--- config.mk ---
export PLATFORM = sky130hd
export DESIGN_NAME = if_fetch_stage
export DESIGN_NICKNAME = d
export VERILOG_FILES = /design/src/rtl/pipeline_pkg.sv /design/src/rtl/if_skid_buf.sv /design/src/rtl/if_fetch_stage.sv
export SDC_FILE = /design/constraint.sdc
export NUM_CORES = 1
export LEC_CHECK = 0
export ABC_AREA = 1
export CAP_MARGIN = 20
export CELL_PAD_IN_SITES_DETAIL_PLACEMENT = 2
export CELL_PAD_IN_SITES_GLOBAL_PLACEMENT = 2
export CORE_MARGIN = 5
export CORE_UTILIZATION = 30
export CTS_BUF_LIST = sky130_fd_sc_hd__clkbuf_4
export DETAILED_ROUTE_END_ITERATION = 8
export PLACE_DENSITY = 0.91
export SLEW_MARGIN = 40
export SYNTH_ARGS = -nofsm -noshare
export SYNTH_HDL_FRONTEND = slang
export SYNTH_SLANG_ARGS = --single-unit
--- constraint.sdc ---
create_clock -name clk -period 1.73 [get_ports clk]
set_input_delay 0.346 -clock clk [delete_from_list [all_inputs] [get_ports clk]]
set_output_delay 0.346 -clock clk [all_outputs]
set_load 0.01 [all_outputs]
--- src/rtl/pipeline_pkg.sv ---
// Shared types for the RV32 pipeline: fetch FSM states and the IF/ID bundle.
package pipeline_pkg;

    localparam int PKG_XLEN = 32;
    localparam logic [31:0] NOP_INST = 32'h0000_0013;

    typedef enum logic [1:0] {
        S_REQ,
        S_WAIT,
        S_HOLD,
        S_DROP
    } fetch_state_t;

    typedef struct packed {
        logic                valid;
        logic [PKG_XLEN-1:0] pc;
        logic [PKG_XLEN-1:0] pc4;
        logic [31:0]         inst;
    } if_id_t;

endpackage

--- src/rtl/if_skid_buf.sv ---
// One-entry buffer holding a fetched instruction and its PC while ID stalls.
module if_skid_buf #(
    parameter int XLEN = 32
) (
    input  logic            clk,
    input  logic            rst_n,
    input  logic            load_i,
    input  logic            clear_i,
    input  logic [31:0]     data_i,
    input  logic [XLEN-1:0] pc_i,
    output logic            full_o,
    output logic [31:0]     data_o,
    output logic [XLEN-1:0] pc_o
);

    logic            full_q;
    logic [31:0]     data_q;
    logic [XLEN-1:0] pc_q;

    always_ff @(posedge clk or negedge rst_n) begin
        if (!rst_n) begin
            full_q <= 1'b0;
            data_q <= '0;
            pc_q   <= '0;
        end else if (clear_i) begin
            full_q <= 1'b0;
        end else if (load_i) begin
            full_q <= 1'b1;
            data_q <= data_i;
            pc_q   <= pc_i;
        end
    end

    assign full_o = full_q;
    assign data_o = data_q;
    assign pc_o   = pc_q;

endmodule

--- src/rtl/if_fetch_stage.sv ---
// Instruction fetch: owns the PC, runs a single-outstanding imem handshake,
// and drives the IF/ID register under hazard stall/flush control.
module if_fetch_stage
    import pipeline_pkg::*;
#(
    parameter int              XLEN     = PKG_XLEN,
    parameter logic [XLEN-1:0] RESET_PC = '0
) (
    input  logic            clk,
    input  logic            rst_n,
    input  logic            hz_stall,
    input  logic            hz_flush,
    input  logic [XLEN-1:0] ex_target,
    output logic            imem_req_valid,
    output logic [XLEN-1:0] imem_req_addr,
    input  logic            imem_req_ready,
    input  logic            imem_rsp_valid,
    input  logic [31:0]     imem_rsp_data,
    output logic            if_id_valid,
    output logic [XLEN-1:0] if_id_pc,
    output logic [XLEN-1:0] if_id_pc4,
    output logic [31:0]     if_id_inst
);

    fetch_state_t    state_q;
    logic [XLEN-1:0] pc_q;
    if_id_t          if_id_q;

    logic            req_fire;
    logic            rsp_take;
    logic            hold_rel;
    logic            skid_load;
    logic            skid_clr;
    logic            skid_full;
    logic [31:0]     skid_data;
    logic [XLEN-1:0] skid_pc;
    logic [XLEN-1:0] pc_inc;
    logic [XLEN-1:0] flush_pc;
    logic            busy_after;

    // Request depends only on state and reset, never on hazard inputs.
    assign imem_req_valid = rst_n & (state_q == S_REQ);
    assign imem_req_addr  = pc_q;

    assign req_fire  = imem_req_valid & imem_req_ready;
    assign rsp_take  = (state_q == S_WAIT) & imem_rsp_valid;
    assign hold_rel  = (state_q == S_HOLD) & skid_full & ~hz_stall;
    assign skid_load = rsp_take & hz_stall & ~hz_flush;
    assign skid_clr  = hz_flush | hold_rel;
    assign pc_inc    = pc_q + XLEN'(4);
    assign flush_pc  = ex_target & ~XLEN'(3);

    // A flushed request still owes us a response that must be swallowed.
    assign busy_after = req_fire
                      | (((state_q == S_WAIT) | (state_q == S_DROP))
                         & ~imem_rsp_valid);

    if_skid_buf #(
        .XLEN(XLEN)
    ) u_skid (
        .clk    (clk),
        .rst_n  (rst_n),
        .load_i (skid_load),
        .clear_i(skid_clr),
        .data_i (imem_rsp_data),
        .pc_i   (pc_q),
        .full_o (skid_full),
        .data_o (skid_data),
        .pc_o   (skid_pc)
    );

    always_ff @(posedge clk or negedge rst_n) begin
        if (!rst_n) begin
            state_q <= S_REQ;
            pc_q    <= RESET_PC;
            if_id_q <= '{1'b0, '0, '0, NOP_INST};
        end else if (hz_flush) begin
            state_q       <= busy_after ? S_DROP : S_REQ;
            pc_q          <= flush_pc;
            if_id_q.valid <= 1'b0;
            if_id_q.inst  <= NOP_INST;
        end else begin
            unique case (state_q)
                S_REQ:   if (req_fire) state_q <= S_WAIT;
                S_WAIT:  if (imem_rsp_valid)
                             state_q <= hz_stall ? S_HOLD : S_REQ;
                S_HOLD:  if (hold_rel) state_q <= S_REQ;
                S_DROP:  if (imem_rsp_valid) state_q <= S_REQ;
                default: state_q <= S_REQ;
            endcase
            if (rsp_take && !hz_stall) begin
                if_id_q <= '{1'b1, pc_q, pc_inc, imem_rsp_data};
                pc_q    <= pc_inc;
            end else if (hold_rel) begin
                if_id_q <= '{1'b1, skid_pc, skid_pc + XLEN'(4), skid_data};
                pc_q    <= pc_inc;
            end else if (!hz_stall) begin
                if_id_q.valid <= 1'b0;
                if_id_q.inst  <= NOP_INST;
            end
        end
    end

    assign if_id_valid = if_id_q.valid;
    assign if_id_pc    = if_id_q.pc;
    assign if_id_pc4   = if_id_q.pc4;
    assign if_id_inst  = if_id_q.inst;

`ifndef SYNTHESIS
    a_no_stray_rsp: assert property (@(posedge clk) disable iff (!rst_n)
        imem_rsp_valid |-> (state_q == S_WAIT || state_q == S_DROP));
`endif

endmodule

==> results of run 1 <==
metal layers:
layer | GRT usage | vias to the layer above
met5 | 0 | -
met4 | 0.164 | 0
met3 | 0.0658 | 375
met2 | 0.550 | 796
met1 | 0.341 | 6274
li1 | - | 4950
logic make-up after synthesis:
family                   count (synthesis)  synth area share
flip-flops                             188             0.487
multiplexers                             4           0.00466
adder cells (fa/ha/maj)                  2           0.00259
AO/OA/AOI/OAI                          230             0.146
other                                    1          0.000388
XOR/XNOR                                20            0.0181
buffers and inverters                  166            0.0766
AND/OR/NAND/NOR                        626             0.265
per-stage QoR:
stage	utilization	cell area, um2	power, W
finish	0.500	15800	0.0196
CTS	0.446	14100	0.0164
floorplan	-	9680	0.00944
detailed placement	0.409	13000	0.0134
global route	0.499	15800	0.0201
global placement	0.408	12900	0.0127
power by group:
part           internal [W]  switching, W  leakage [nW]
logic               0.00392       0.00520          4.94
clock network      0.000772       0.00214         0.146
registers           0.00582       0.00171          2.38
total                0.0105       0.00906          7.46
cell type report:
class / instances / area share
Tap cell: 402 / 0.0317
Inverter: 101 / 0.0261
Clock inverter: 15 / 0.00987
Timing Repair Buffer: 508 / 0.299
Clock buffer: 17 / 0.00805
Sequential cell: 188 / 0.299
Multi-Input combinational cell: 889 / 0.326
Antenna cell: 4 / 0.000632
layout by cell type, fill, tap and decap left out, drive strengths merged:
cell type	n
inv	107
clkdlybuf4s50	65
xor2	16
nand3b	7
or2	2
clkinvlp	3
nand4	5
o221ai	1
conb	6
buf	339
a211oi	3
dfstp	3
xnor2	4
dfrtp	185
bufinv	1
o211ai	22
nor2	129
clkdlybuf4s15	37
dlygate4sd3	1
a22o	29
ha	2
o22ai	2
a31o	1
a21oi	13
clkinv	5
diode	4
nor3	1
nor3b	1
a22oi	12
o21ai	115
nand2b	1
nand3	67
clkbuf	83
a31oi	30
and2	2
o21bai	2
nand2	412
mux2	4
what timing repair did:
action,in CTS,in global routing
endpoints found under the setup margin,225,247
hold buffers,1,0
setup buffers,81,103
endpoints found under the hold margin,124,0
pin swaps,15,48
gates cloned,2,8
gates resized for setup,370,399
flip-flops by register name, indices dropped and copies added (netlist names):
register,flops
if_id_inst,32
if_id_pc,30
if_id_pc4,30
if_id_valid,1
imem_req_addr,30
state_q,2
u_skid.data_o,32
u_skid.full_o,1
u_skid.pc_o,30
critical path: stages, from the launching register on:
cell,delay [ns]
dfrtp_1,0.46
buf_4,0.17
nand2_2,0.10
nor2_1,0.35
nand2_1,0.18
nor2_1,0.22
nand2_1,0.11
nand2_1,0.12
nand3_1,0.11
nand3_1,0.10
nand2_1,0.07
final timing paths:
path	slack (ns)	startpoint	end	cells after the start
setup / recovery	-0.39	imem_req_addr[17]	if_id_pc4[29]	10
hold / removal	0.18	rst_n	state_q[0]	4
setup reg to reg	-0.39	imem_req_addr[17]	if_id_pc4[29]	10
hold reg to reg	0.52	u_skid.data_o[24]	u_skid.data_o[24]	2
max in group asynchronous	0.32	rst_n	if_id_inst[4]	5
min in group asynchronous	0.55	rst_n	if_id_pc4[16]	4
==> impl_metrics.py, run 1 <==
metrics = {
    "status": {
        "status": "finished, violations left",
        "violations": "setup timing",
    },
    "grt": {
        "grt_antenna_before_repair": 4,
        "grt_max_degree": 91,
        "grt_pass1_wl_um": 84500,
        "grt_usage": 0.307,
        "overflow": 0,
        "grt_pass1_vias": 13179,
    },
    "worst_setup_path": {
        "arrival_ns": 2.70,
        "critPathRequiredTime_ns": 2.31,
        "end_kind": "register",
        "path_class": "register to register",
        "critPathMaxFanout": 3,
        "worstSetupStartpointType": "register",
    },
    "finish": {
        "drive_above_1_share": 0.386,
        "multiInputGateArea_um2": 5160,
        "fill_cells": 3441,
        "nets": 1777,
        "area_growth_syn_to_layout_pct": 63.9,
        "fin_cells": 2124,
        "seqCellArea_um2": 4740,
    },
    "yosys": {
        "ys_seq_elements": 188,
        "async_reset_ff_frac": 1.00,
        "synthCells": 1237,
        "yosysTopAreaCell": "dfrtp_1",
        "syn_avg_cell_area_um2": 7.81,
        "synth-edff-count": 0,
        "yosys-top-cells-area": "dfrtp_1, nand2_1, o21ai_0, nor2_1, inv_1",
        "synthDistinctLibCells": 41,
        "yosys_warnings": 0,
        "netlist_area_um2": 9660,
        "synth_ff_type": "dfrtp_1",
        "synth_top_area_frac": 0.479,
        "yosysSeqAreaShare": 0.487,
        "synthTopCellsByCount": "nand2_1, dfrtp_1, nor2_1, o21ai_0, inv_1",
        "synth.most_common_cell": "nand2_1",
    },
    "clock_tree": {
        "numCtsBuffers": 17,
        "clk_path_buf_depth": 2,
        "htreeDepth": 4,
        "cts_root_buffer": "clkbuf_4",
        "clock-sinks": 188,
        "tritoncts": "yes",
        "clkTransAtPathRegs_ns": 0.23,
        "clk_latency_ns": 0.74,
    },
    "placement": {
        "gp_congestion": 0.863,
        "place_inst": 1902,
        "pre_cts_slack_ns": -0.555,
        "port_buffers": 191,
        "dp.final_hpwl_um": 34000,
    },
    "min_path": {
        "min_path_type": "input port to register",
    },
    "die": {
        "coreArea_um2": 31700,
        "ios": 200,
        "num_rows": 65,
        "die_area_um2": 35900,
        "die_w_um": 189,
        "start_util": 0.305,
        "dieHeight_um": 189,
    },
    "timing": {
        "fmax_ghz": 0.471,
        "fin_skew_ns": 0.0730,
        "tightest_slew_ns": 0.610,
        "rsz0062_at_grt": "true",
        "fin_tns_setup_ns": -19.55,
        "slew_headroom": 0.594,
        "hold_violations": 0,
        "drv_slew": 0,
        "whs_ns": 0.175,
        "finalCritPeriodShare": 1.23,
        "min_period_ns": 2.12,
        "fin_ws_ns": -0.392,
        "finalSetupViolCount": 157,
    },
    "detailed_routing": {
        "dr_wl_met2_um": 33800,
        "drc": 0,
        "wl_met3_um": 4810,
        "wl_um": 69700,
        "ant_nets": 0,
        "drt-met1-wl_um": 24900,
        "initialDrtViolationCount": 963,
        "drtPass1Iterations": 5,
        "vias": 12395,
        "vias_per_cell": 5.84,
        "highest_layer": "met4",
        "wl_per_cell_um": 32.8,
    },
    "run": {
        "drv_cap": 0,
    },
    "power_and_ir_drop": {
        "irDropWorstVdd_mv": 0.512,
        "leakage_nw": 7.46,
        "p_per_area_nw_per_um2": 1240,
    },
}
No activity file was read; power rests on OpenSTA's default activity.
==> inputs of run 2 (changes only) <==
ABC_AREA = default   (was 1)
CORE_MARGIN = 3   (was 5)
CORE_UTILIZATION = 34   (was 30)
PLACE_DENSITY = 0.93   (was 0.91)
SYNTH_HIERARCHICAL = 1   (was default)
==> impl_metrics.py, run 2 <==
metrics = {
    "timing": {
        "grt-worst-endpoint": "imem_req_valid",
        "worst-ep-kind": "output port",
    },
    "grt": {
        "grt_usage": 0.776,
        "overflow": 246,
        "grt_antenna_before_repair": 6,
        "grt_max_degree": 136,
    },
    "clock_tree": {
        "cts_root_buffer": "clkbuf_4",
        "numCtsBuffers": 17,
        "clock-sinks": 192,
        "htreeDepth": 4,
        "clk_path_buf_depth": 2,
    },
    "die": {
        "num_rows": 61,
        "dieHeight_um": 176,
        "start_util": 0.350,
        "die_w_um": 176,
        "ios": 200,
    },
    "yosys": {
        "synthTopCellsByCount": "dfrtp_1, nand2_1, nor2_1, mux2_4, xor2_1",
        "netlist_area_um2": 9850,
        "synthDistinctLibCells": 60,
        "synth_ff_type": "dfrtp_1",
        "synth.most_common_cell": "dfrtp_1",
        "synthCells": 955,
        "synth-edff-count": 0,
        "yosysTopAreaCell": "dfrtp_1",
        "synth_top_area_frac": 0.480,
        "async_reset_ff_frac": 1.00,
        "syn_avg_cell_area_um2": 10.3,
        "yosysSeqAreaShare": 0.488,
        "yosys-top-cells-area": "dfrtp_1, mux2_4, nand2_1, xor2_1, nor2_1",
        "yosys_warnings": 6,
        "ys_seq_elements": 192,
    },
    "status": {
        "lastStage": "5_1_grt",
        "firstError": "[ERROR GRT-0232] Routing congestion too high. Check the congestion heatmap in the GUI.",
        "status": "did not finish",
    },
    "placement": {
        "place_inst": 1610,
        "pre_cts_slack_ns": -0.969,
        "port_buffers": 195,
        "placed_area_um2": 13200,
        "gp_congestion": 0.863,
        "dp.final_hpwl_um": 31500,
    },
}
-- run 2: cell count changes after synthesis, moves of 26 or more --
cell      change
nor2_1       -27
mux2_4       +60
nand3_1      -30
o21ai_0      -55
a22o_1       -29
nand2_1     -254
inv_1        -81
xor2_1       +28
xnor2_1      +26
a222oi_1     +29
-- run 2: logic make-up after synthesis --
kind of cell,count (synthesis),synth area share
adders and majority gates,2,0.00254
buffers and inverters,85,0.0488
and+or+nand+nor,381,0.184
xor gates and xnor gates,74,0.0658
muxes,77,0.109
AOI/OAI and AO/OA,143,0.101
DFF,192,0.488
other,1,0.000381
-- run 2: per-layer routing --
metal	GRT overflow	track usage
met5	0	0.183
met4	107	0.825
met3	4	0.620
met2	135	0.922
met1	0	0.782
-- run 2: repair_timing --
item                                    in CTS
pin swaps                                   33
resized for setup                          479
hold buffers                                 1
cloned                                      15
endpoints found under the setup margin     282
buffers inserted                           123
hold endpoints to repair                   120
-- run 2: metrics by stage --
step / hold slack (ns) / util / setup TNS [ns]
3_3_place_gp: 0.462 / 0.470 / -79.07
4_1_cts: 0.113 / 0.549 / -26.73
2_1_floorplan: 0.0504 / - / -1.27
3_5_place_dp: 0.486 / 0.470 / -105.49
==> inputs of run 3 (changes only) <==
CELL_PAD_IN_SITES_DETAIL_PLACEMENT = default   (was 2)
CELL_PAD_IN_SITES_GLOBAL_PLACEMENT = default   (was 2)
CORE_UTILIZATION = 40   (was 34)
CTS_BUF_LIST = default   (was sky130_fd_sc_hd__clkbuf_4)
PLACE_DENSITY = default   (was 0.93)
PLACE_DENSITY_LB_ADDON = 0.15   (was default)
==> impl_metrics.py, run 3 <==
metrics = {
    "status": {
        "status": "finished, violations left",
        "violations": "setup timing",
    },
    "detailed_routing": {
        "drc": 0,
        "drtPass1Iterations": 7,
        "vias": 8989,
        "ant_nets": 0,
        "initialDrtViolationCount": 770,
        "wl_um": 33600,
        "wl_per_cell_um": 20.3,
        "vias_per_cell": 5.43,
    },
    "worst_setup_path": {
        "path_class": "input port to register",
        "worstSetupStartpointType": "input port",
        "end_kind": "register",
        "critPathRequiredTime_ns": 2.05,
        "arrival_ns": 2.25,
        "crit_chain": "clkdlybuf4s50_1, nand3b_1, nor2_2, nor2b_4, buf_12, buf_12, mux2_4",
        "crit_top_cell": "buf_12",
        "rr_worst_depth": 7,
        "path_buf_inv": 3,
        "critPathTopFamily": "buffers and inverters",
        "r2r-end": "u_skid/pc_o[18]",
        "r2r_slack_ns": -0.18,
        "rr_startpoint": "state_q[1]",
        "critPathMaxFanout": 11,
        "slowest_stage": "clkdlybuf4s50_1",
        "max_stage_delay_ns": 0.68,
    },
    "timing": {
        "tightest_slew_ns": 0.689,
        "finalSetupViolCount": 125,
        "fmax_ghz": 0.517,
        "drv_slew": 0,
        "slew_headroom": 0.541,
        "hold_violations": 0,
        "rsz0062_at_grt": "true",
        "fin_ws_ns": -0.204,
        "finalCritPeriodShare": 1.12,
        "min_period_ns": 1.93,
        "fin_skew_ns": 0.0144,
    },
    "placement": {
        "pre_cts_slack_ns": -0.623,
        "place_inst": 1558,
        "dp.final_hpwl_um": 21100,
        "gp_congestion": 0.885,
        "port_buffers": 195,
    },
    "yosys": {
        "synthCells": 955,
        "synth.most_common_cell": "dfrtp_1",
        "synth_ff_type": "dfrtp_1",
        "synth-edff-count": 0,
        "yosysTopAreaCell": "dfrtp_1",
        "netlist_area_um2": 9850,
        "yosys-top-cells-area": "dfrtp_1, mux2_4, nand2_1, xor2_1, nor2_1",
        "synthDistinctLibCells": 60,
        "async_reset_ff_frac": 1.00,
        "ys_seq_elements": 192,
        "syn_avg_cell_area_um2": 10.3,
        "yosysSeqAreaShare": 0.488,
        "synthTopCellsByCount": "dfrtp_1, nand2_1, nor2_1, mux2_4, xor2_1",
        "synth_top_area_frac": 0.480,
        "yosys_warnings": 6,
    },
    "finish": {
        "layout.cells.most_common": "dfrtp_1",
        "area_growth_syn_to_layout_pct": 57.3,
        "antenna_cells": 0,
        "fin_cells": 1654,
        "final_cell_mix": "dfrtp_1, nand2_1, buf_4",
        "nets": 1394,
        "drive_above_1_share": 0.331,
    },
    "clock_tree": {
        "clk_latency_ns": 0.44,
        "clock-sinks": 192,
        "htreeDepth": 4,
        "clkTransAtPathRegs_ns": 0.07,
        "tritoncts": "yes",
        "cts_root_buffer": "clkbuf_16",
        "clk_path_buf_depth": 2,
        "numCtsBuffers": 17,
    },
    "die": {
        "num_rows": 56,
        "die_w_um": 163,
        "dieHeight_um": 163,
        "start_util": 0.414,
        "coreArea_um2": 23800,
        "ios": 200,
        "die_area_um2": 26500,
    },
    "min_path": {
        "holdPathEnd": "u_skid/full_o",
        "hold_path_depth": 3,
        "hold_start": "hz_flush",
        "min_path_type": "input port to register",
    },
    "grt": {
        "grt_pass1_wl_um": 50700,
        "grt_max_degree": 92,
        "overflow": 0,
        "grt_pass1_vias": 9221,
        "grt_usage": 0.245,
        "grt_antenna_before_repair": 0,
    },
    "run": {
        "drv_cap": 0,
    },
    "power_and_ir_drop": {
        "irDropWorstVdd_mv": 0.623,
        "p_per_area_nw_per_um2": 1040,
        "leakage_nw": 7.41,
    },
}
run 3: cell counts after synthesis:
Identical to the previous run, type by type.
run 3: cell type report:
class | instances | area, um2
Multi-Input combinational cell | 681 | 5340
Inverter | 13 | 48.8
Sequential cell | 192 | 4820
Tap cell | 319 | 399
Timing Repair Buffer | 417 | 4320
Clock inverter | 14 | 143
Fill cell | 1868 | 8320
Clock buffer | 18 | 429
run 3: worst reg2reg max path, cell delays in order, from the launching register on:
cell,delay (ns)
dfrtp_2,0.42
buf_6,0.14
nand3b_1,0.19
nor2_2,0.15
nor2b_4,0.23
buf_12,0.18
buf_12,0.17
mux2_4,0.32
run 3: layer usage:
| layer | part of all wire | global-route usage | vias to the layer above |
|---|---|---|---|
| met4 | 0.025 | 0.0773 | 0 |
| met2 | 0.48 | 0.392 | 347 |
| li1 | - | - | 4115 |
| met1 | 0.42 | 0.329 | 4464 |
| met3 | 0.077 | 0.0595 | 63 |
| met5 | 0 | 0 | - |
run 3: timing repair:
item                                    in CTS  in global routing
endpoints found under the setup margin     189                199
cloned                                       9                  4
buffers inserted                            33                 23
hold buffers                                 1                  0
hold endpoints to repair                    13                  0
gates resized for setup                    128                209
pin swaps                                   17                 39
run 3: where the power goes:
group          internal [W]  total [W]  switching [W]
clock               0.00192    0.00388        0.00196
combinational       0.00320    0.00564        0.00244
sequential          0.00566    0.00660       0.000944
total                0.0108     0.0161        0.00534
run 3: worst max path at each step:
stage,start,endpoint,slack [ns],cells past startpoint
finish,imem_rsp_valid,u_skid/pc_o[18],-0.20,7
floorplan,imem_req_addr[12],imem_req_addr[16],-0.12,6
global route,imem_rsp_valid,u_skid/pc_o[18],-0.24,7
global placement,hz_stall,imem_req_addr[13],-0.60,8
CTS,state_q[1],u_skid/pc_o[5],-0.19,7
detailed placement,hz_stall,imem_req_addr[29],-0.62,7
run 3: kinds of logic after synthesis:
kind of cell,count (synthesis),synth area share
AO/OA/AOI/OAI,143,0.101
multiplexers,77,0.109
other,1,0.000381
AND/OR/NAND/NOR,381,0.184
flip-flops,192,0.488
buffers and inverters,85,0.0488
adder cells (fa/ha/maj),2,0.00254
XOR/XNOR,74,0.0658
run 3: per-stage QoR:
stage	TNS (ns)	cell area (um2)	hold WS (ns)	power [W]	util
after global placement	-86.71	13200	0.361	0.0116	0.556
after global routing	-20.05	15500	0.356	0.0170	0.651
after detailed placement	-89.57	13200	0.357	0.0117	0.556
after floorplan	-1.27	9940	0.0504	0.00884	-
final	-12.39	15500	0.333	0.0161	0.651
after CTS	-14.77	14500	0.299	0.0156	0.610
==> inputs of run 4 (changes only) <==
CORE_MARGIN = 2   (was 3)
CORE_UTILIZATION = 52   (was 40)
==> impl_metrics.py, run 4 (same netlist as run 3, synthesis figures left out) <==
metrics = {
    "clock_tree": {
        "cts_root_buffer": "clkbuf_16",
        "holdBufCountCts": 0,
        "numCtsBuffers": 17,
        "clkTransAtPathRegs_ns": 0.07,
        "tritoncts": "yes",
        "htreeDepth": 4,
        "clock-sinks": 192,
        "clk_path_buf_depth": 2,
        "clk_latency_ns": 0.45,
    },
    "worst_setup_path": {
        "path_buf_inv": 2,
        "critPathMaxFanout": 8,
        "path_class": "register to register",
        "critPathTopFamily": "simple AND/OR/NAND/NOR gates",
        "crit_chain": "nand3b_1, nor2_2, nor2b_4, buf_8, clkbuf_16, mux2_4",
        "slowest_stage": "dfrtp_2",
        "arrival_ns": 2.26,
        "max_stage_delay_ns": 0.50,
        "critPathRequiredTime_ns": 2.05,
        "end_kind": "register",
        "worstSetupStartpointType": "register",
    },
    "detailed_routing": {
        "wl_um": 35000,
        "initialDrtViolationCount": 823,
        "vias_per_cell": 6.11,
        "drtPass1Iterations": 8,
        "wl_per_cell_um": 22.5,
        "drc": 0,
        "ant_nets": 0,
        "vias": 9525,
    },
    "finish": {
        "final_cell_mix": "dfrtp_1, nand2_1, buf_4",
        "multiInputGateArea_um2": 5080,
        "final_area_um2": 15000,
        "seqCellArea_um2": 4820,
        "fin_cells": 1558,
        "fill_cells": 1103,
        "drive_above_1_share": 0.302,
        "nets": 1383,
        "layout.cells.most_common": "dfrtp_1",
        "area_growth_syn_to_layout_pct": 51.8,
    },
    "timing": {
        "hold_violations": 0,
        "slew_headroom": 0.441,
        "fmax_ghz": 0.516,
        "finalCritPeriodShare": 1.12,
        "finalSetupViolCount": 118,
        "rsz0062_at_grt": "true",
        "min_period_ns": 1.94,
        "whs_ns": 0.135,
        "fin_skew_ns": 0.0143,
        "fin_ws_ns": -0.208,
        "tightest_slew_ns": 0.838,
        "drv_slew": 0,
    },
    "grt": {
        "overflow": 0,
        "grt_pass1_wl_um": 48300,
        "grt_antenna_before_repair": 1,
        "grt_usage": 0.309,
        "grt_max_degree": 129,
        "grt_pass1_vias": 8988,
    },
    "placement": {
        "gp_congestion": 0.899,
        "dp.final_hpwl_um": 19700,
        "placed_area_um2": 12900,
        "place_inst": 1457,
        "port_buffers": 195,
        "pre_cts_slack_ns": -0.611,
    },
    "die": {
        "dieHeight_um": 142,
        "die_area_um2": 20100,
        "ios": 200,
        "die_w_um": 142,
        "num_rows": 50,
        "coreArea_um2": 18600,
        "start_util": 0.528,
    },
    "status": {
        "violations": "setup timing",
        "status": "finished, violations left",
    },
    "run": {
        "drv_cap": 0,
    },
    "min_path": {
        "min_path_type": "input port to asynchronous set/reset pin",
    },
    "power_and_ir_drop": {
        "leakage_nw": 6.83,
        "p_per_area_nw_per_um2": 1080,
        "p_total_w": 0.0161,
        "irDropWorstVdd_mv": 0.811,
    },
}
==> run 4: cell count changes in the layout (fill, tap and decap cells not counted), sizes merged, moves of 2 or more <==
cell / delta
dlymetal6s2s: -34
clkinvlp: -2
buf: -13
inv: -5
clkbuf: +5
clkdlybuf4s50: +43
dlygate4sd2: -6
bufinv: +3
clkdlybuf4s15: -3
==> run 4: worst reg2reg max path, cell delays in order (launching register included) <==
cell and delay, ns:
dfrtp_2 0.50, nand3b_1 0.24, nor2_2 0.13, nor2b_4 0.24, buf_8 0.20, clkbuf_16 0.19, mux2_4 0.32
==> run 4: routing by layer <==
| metal | wire length (um) | vias up | share of wire | GRT usage |
|---|---|---|---|---|
| met4 | 1650 | 0 | 0.047 | 0.125 |
| met5 | 0 | - | 0 | 0 |
| met1 | 13300 | 4646 | 0.38 | 0.398 |
| met3 | 3280 | 153 | 0.094 | 0.0749 |
| li1 | - | 4107 | - | - |
| met2 | 16800 | 619 | 0.48 | 0.505 |
==> run 4: per-stage QoR <==
step	util	TNS, ns
global placement	0.692	-76.77
finish	0.802	-11.62
floorplan	-	-1.27
CTS	0.759	-5.63
detailed placement	0.692	-84.19
global route	0.802	-17.17
==> run 4: worst paths after layout <==
path / startpoint / to / slack [ns] / cells past startpoint
setup / recovery: state_q[1] / u_skid/pc_o[11] / -0.21 / 6
hold / removal: rst_n / u_skid/pc_o[4] / 0.13 / 3
setup reg to reg: state_q[1] / u_skid/pc_o[11] / -0.21 / 6
hold reg to reg: if_id_pc4[17] / if_id_pc4[17] / 0.48 / 2
max in group asynchronous: rst_n / imem_req_addr[30] / 1.01 / 3
min in group clk: hz_flush / u_skid/full_o / 0.30 / 3
==> run 4: power breakdown <==
part           switching (W)  internal (W)  total, W
logic                0.00238       0.00305   0.00543
registers           0.000912       0.00566   0.00657
clock network        0.00179       0.00232   0.00411
==> run 4: layout make-up <==
cell class	instances	share of cell area
diodes	1	0.000167
well taps	234	0.0196
clock buffers	20	0.0299
clock inverters	11	0.0102
flip-flops and latches	192	0.322
inverters	13	0.00326
repair buffers	406	0.275
multi-input cells	681	0.340
==> run 4: timing repair <==
| item | in CTS | in global routing |
|---|---|---|
| buffers inserted | 30 | 32 |
| setup endpoints to repair | 151 | 165 |
| pin swaps | 22 | 42 |
| gates resized for setup | 128 | 121 |
| cloned | 7 | 7 |
